File: src/rtl/int_arbiter.sv
// Interrupt arbiter/sequencer: latches irq rising edges, grants one line at a time, no nesting.
// Define INT_ROUND_ROBIN_EN for rotating priority; otherwise irq[0] has fixed highest priority.
module int_arbiter #(
    parameter int unsigned    AW         = 10,
    parameter logic [AW-1:0]  VEC_BASE   = 10'h3F0,
    parameter int unsigned    VEC_STRIDE = 4
) (
    input  logic          clk,
    input  logic          reset,
    input  logic [3:0]    irq,
    input  logic          mask_we,
    input  logic [3:0]    mask_in,
    input  logic          int_ack,
    input  logic          fin_int,
    output logic          int_req,
    output logic [AW-1:0] vector,
    output logic [3:0]    pending,
    output logic [3:0]    in_service,
    output logic [3:0]    lost
);

    localparam logic [1:0] IDLE    = 2'd0;
    localparam logic [1:0] REQ     = 2'd1;
    localparam logic [1:0] SERVICE = 2'd2;

    logic [1:0]    state, state_next;
    logic [3:0]    irq_q;
    logic [3:0]    mask, mask_next;
    logic [1:0]    win, win_next;
    logic          req_next;
    logic [AW-1:0] vec_next;
    logic [3:0]    pending_next, in_service_next, lost_next;

    logic [3:0]    rise;
    logic [3:0]    eligible;
    logic [3:0]    ack_clr;
    logic [1:0]    search_start;
    logic [1:0]    win_sel;
    logic [1:0]    idx;
    logic          found;
    logic [AW-1:0] vec_calc;

`ifdef INT_ROUND_ROBIN_EN
    logic [1:0] rr_ptr, rr_next;
    assign search_start = rr_ptr + 2'd1;
`else
    assign search_start = 2'd0;
`endif

    assign rise     = irq & ~irq_q;
    assign eligible = pending & mask;

    // Wrapping search over eligible lines, beginning at search_start.
    always_comb begin
        found   = 1'b0;
        win_sel = 2'd0;
        idx     = 2'd0;
        for (int k = 0; k < 4; k++) begin
            idx = search_start + 2'(k);
            if (!found && eligible[idx]) begin
                found   = 1'b1;
                win_sel = idx;
            end
        end
    end

    assign vec_calc = VEC_BASE + AW'(32'(win_sel) * VEC_STRIDE);

    always_comb begin
        state_next      = state;
        win_next        = win;
        req_next        = int_req;
        vec_next        = vector;
        in_service_next = in_service;
        ack_clr         = 4'b0000;
`ifdef INT_ROUND_ROBIN_EN
        rr_next         = rr_ptr;
`endif
        case (state)
            IDLE: begin
                if (found) begin
                    win_next   = win_sel;
                    vec_next   = vec_calc;
                    req_next   = 1'b1;
                    state_next = REQ;
                end
            end
            REQ: begin
                if (int_ack) begin
                    ack_clr         = 4'b0001 << win;
                    in_service_next = 4'b0001 << win;
                    req_next        = 1'b0;
                    state_next      = SERVICE;
`ifdef INT_ROUND_ROBIN_EN
                    rr_next         = win;
`endif
                end else if (!mask[win]) begin
                    req_next   = 1'b0;
                    state_next = IDLE;
                end
            end
            SERVICE: begin
                if (fin_int) begin
                    in_service_next = 4'b0000;
                    state_next      = IDLE;
                end
            end
            default: begin
                req_next        = 1'b0;
                in_service_next = 4'b0000;
                state_next      = IDLE;
            end
        endcase

        // A rise on the line being acked re-pends it without counting as lost.
        pending_next = (pending & ~ack_clr) | rise;
        lost_next    = mask_we ? 4'b0000 : (lost | (rise & pending & ~ack_clr));
        mask_next    = mask_we ? mask_in : mask;
    end

    always_ff @(posedge clk) begin
        if (reset) begin
            state      <= IDLE;
            irq_q      <= 4'b0000;
            mask       <= 4'b1111;
            win        <= 2'd0;
            int_req    <= 1'b0;
            vector     <= '0;
            pending    <= 4'b0000;
            in_service <= 4'b0000;
            lost       <= 4'b0000;
        end else begin
            state      <= state_next;
            irq_q      <= irq;
            mask       <= mask_next;
            win        <= win_next;
            int_req    <= req_next;
            vector     <= vec_next;
            pending    <= pending_next;
            in_service <= in_service_next;
            lost       <= lost_next;
        end
    end

`ifdef INT_ROUND_ROBIN_EN
    always_ff @(posedge clk) begin
        if (reset) begin
            rr_ptr <= 2'd3;
        end else begin
            rr_ptr <= rr_next;
        end
    end
`endif

endmodule
File: config.mk
export PLATFORM = sky130hd
export DESIGN_NAME = int_arbiter
export DESIGN_NICKNAME = d
export VERILOG_FILES = /design/src/rtl/int_arbiter.sv
export SDC_FILE = /design/constraint.sdc
export NUM_CORES = 1
export LEC_CHECK = 0
export CORE_UTILIZATION = 40
export CTS_CLUSTER_DIAMETER = 30
export DETAILED_ROUTE_END_ITERATION = 7
export PLACE_DENSITY_LB_ADDON = 0.1
export SYNTH_ARGS = -nofsm -noshare
export SYNTH_HDL_FRONTEND = slang
export SYNTH_SLANG_ARGS = --single-unit
File: constraint.sdc
create_clock -name clk -period 1.82 [get_ports clk]
set_input_delay 0.273 -clock clk [delete_from_list [all_inputs] [get_ports clk]]
set_output_delay 0.273 -clock clk [all_outputs]
set_load 0.01 [all_outputs]
==> out/qor.yml <==
cap_viol_max_count: 0
grt_max_degree: 15
clock.fmax_mhz: 576
grt_pass1_wl_microns: 3420
worstSetupPathDepth: 1
layout.area.seq_sq_um: 520
h-tree-depth: 1
power.total_w: 0.00120
ys_warn_count: 0
antennaDiodeCount: 0
antenna_found_initial: 0
yosysTopAreaCell: "dfxtp_1"
clk_pin_slew_ns: 0.13
io-pin-count: 36
internal-power_w: 0.000883
ys_types: 32
drtIter0Drc: 14
die_w_microns: 54.3
viasPerCell: 5.10
cts_tree: "done"
reg2reg_slack_ns: 0.34
period_minus_slack_ns: 1.74
slew_violations: 0
crit_path_cell_trace: "clkdlybuf4s50_1"
floorplan.die_area_sq_um: 2950
cts.sinks: 26
p_leak_nw: 0.533
cts_resized: 0
setup_slack_ns: 0.0835
vias: 867
synthAdderAreaFrac_pct: 0
synth_compound_area_share_pct: 22.3
period_share_pct: 95.4
finalSetupViolCount: 0
crit_path_end_kind: "primary output"
port-buffer-count: 33
ff2ff_path_depth: 4
fillers: 236
synth_seq_cells: 26
path_buf_inv: 1
synth_top_family_by_area: "compound AO/OA/AOI/OAI gates"
postPlaceCellArea_sq_um: 1400
p_per_area_nw_per_um2: 840
worstHoldPathCells: 2
wl_per_cell_microns: 12.8
arrival_ns: 1.46
grt_usage_pct: 16.4
outcome: "completed"
share_clk_of_total_power_pct: 23.5
p_switching_w: 0.000322
num_rows: 18
ant_nets: 0
rsz0062_at_grt: "no"
finalInstanceArea_sq_um: 1430
drive_above_1_share_pct: 12.1
crit_family: "buffers and inverters"
comb_power_share_pct: 21.8
synthesis.instances: 113
synth-simple-area-share_pct: 18.7
min_path_type: "reg2reg"
grt_pass1_vias: 754
cts_buffer_depth: 2
core_area_sq_um: 2520
synth_xor_area_share_pct: 0
power.share.sequential_pct: 54.7
final_nets: 154
clkLatencyLatePin_ns: 0.31
ctsHoldBuffers: 0
wl_microns: 2170
cpMaxStageDelayCell: "clkdlybuf4s50_1"
report.final.hold_viol_count: 0
cts_root_buf: "clkbuf_4"
initial_core_util_pct: 43.4
ir_drop_uv: 476
crit_type: "reg2out"
first_pass_iters: 4
syn_avg_cell_area_sq_um: 9.69
overflow: 0
setup_tns_ns: 0
hpwl_microns: 1570
numCtsBuffers: 3
cp_max_fo: 8
dp_slack_ns: 0.267
slowest_delay_ns: 0.60
postCtsSetupRepairBufs: 0
worstSetupStartpointType: "flop"
worstPathRequired_ns: 1.55
switching_share_pct: 26.7
syn_to_final_growth_pct: 31.0
seq_area_frac_synth_pct: 47.5
muxShareOfSynthArea_pct: 2.06
skew_ns: 0.00149
syn-cell-area_sq_um: 1090
synth_area_leaders: "dfxtp_1 (48%), a21oi_1 (5.5%), buf_4 (4.8%), nor2b_1 (4.6%), o41ai_2 (4.5%)"
synth_top_cell_area_share_pct: 47.5
holdWs_ns: 0.469
die_h_microns: 54.3
multi_input_area_sq_um: 479
drc: 0
place.gp.congestion: 0.778
==> through the flow <==
| stage | std cells | utilization (%) |
|---|---|---|
| final | 170 | 56.8 |
| after global routing | 170 | 56.8 |
| after CTS | 170 | 56.8 |
| after detailed placement | 166 | 55.4 |
| after global placement | 166 | 55.4 |
| after floorplan | 114 | - |
==> layout make-up <==
class                      count  area share [%]
timing repair buffer          35            24.1
multi-input combinational     71            33.4
clock buffer                   4            2.53
inverter                       4            1.05
sequential                    26            36.3
tap                           30            2.62
==> metal layers <==
| layer | up-vias | global-route usage (%) | wire (microns) | share of wire [%] |
|---|---|---|---|---|
| met3 | 2 | 3.06 | 91 | 4.2 |
| met4 | 0 | 7.69 | 13 | 0.60 |
| li1 | 444 | - | - | - |
| met1 | 400 | 21.1 | 1030 | 47 |
| met5 | - | 0 | 0 | 0 |
| met2 | 21 | 26.2 | 1040 | 48 |
==> flip-flops by register name (all words and copies together), names as in the netlist <==
name / count
mask: 4
in_service: 4
vector: 2
irq_q: 4
state: 2
pending: 4
win: 1
int_req: 1
lost: 4
==> power by group through the flow <==
stage	Sequential, W	Clock (W)	Combinational [W]
floorplan	0.000664	0	0.000164
global placement	0.000669	0	0.000259
detailed placement	0.000671	0	0.000263
CTS	0.000659	0.000294	0.000265
global route	0.000667	0.000320	0.000290
finish	0.000659	0.000283	0.000263
==> cell usage after synthesis <==
cell and number:
a211o_1 5, a211oi_1 1, a21bo_1 1, a21oi_1 12, a21oi_2 1, a22o_1 2
a31oi_1 2, a32oi_1 2, and2_1 1, and3b_4 1, buf_2 1, buf_4 7
buf_6 1, clkbuf_1 4, conb_1 1, dfxtp_1 26, inv_1 4, mux4_2 1
nand2_1 9, nand2_2 1, nand2b_1 3, nand3_2 1, nand3b_2 1, nor2_1 7
nor2_2 1, nor2b_1 8, nor3_2 1, nor3b_1 1, nor4_1 1, o21a_1 1
o21ai_1 2, o41ai_2 3
==> kinds of logic (layout without fill, tap and decap cells) <==
kind of cell / Yosys count / after routing
buf+inv: 17 / 43
compound gates: 32 / 32
simple gates: 36 / 36
flops: 26 / 26
other cells: 1 / 2
mux: 1 / 1
==> layout by cell type (no fill, tap or decap), types with 4 or more instances in the layout <==
master | Yosys | final
clkdlybuf4s50_1 | 0 | 33
inv_1 | 4 | 4
nand2_1 | 9 | 9
a211o_1 | 5 | 5
nor2_1 | 7 | 7
nor2b_1 | 8 | 8
dfxtp_1 | 26 | 26
a21oi_1 | 12 | 12
==> worst paths after layout <==
| kind | from | to |
|---|---|---|
| min reg2reg | in_service[3] | in_service[3] |
| max | win[0] | vector[2] |
| max reg2reg | win[0] | int_req |
| min | in_service[3] | in_service[3] |
==> worst register-to-register path, cell delays in order, from the launching register on <==
cell and delay, ns:
dfxtp_1 0.55, mux4_2 0.55, nand2_1 0.10, a21bo_1 0.13
a21oi_2 0.05
No activity file was read; power rests on OpenSTA's default activity.
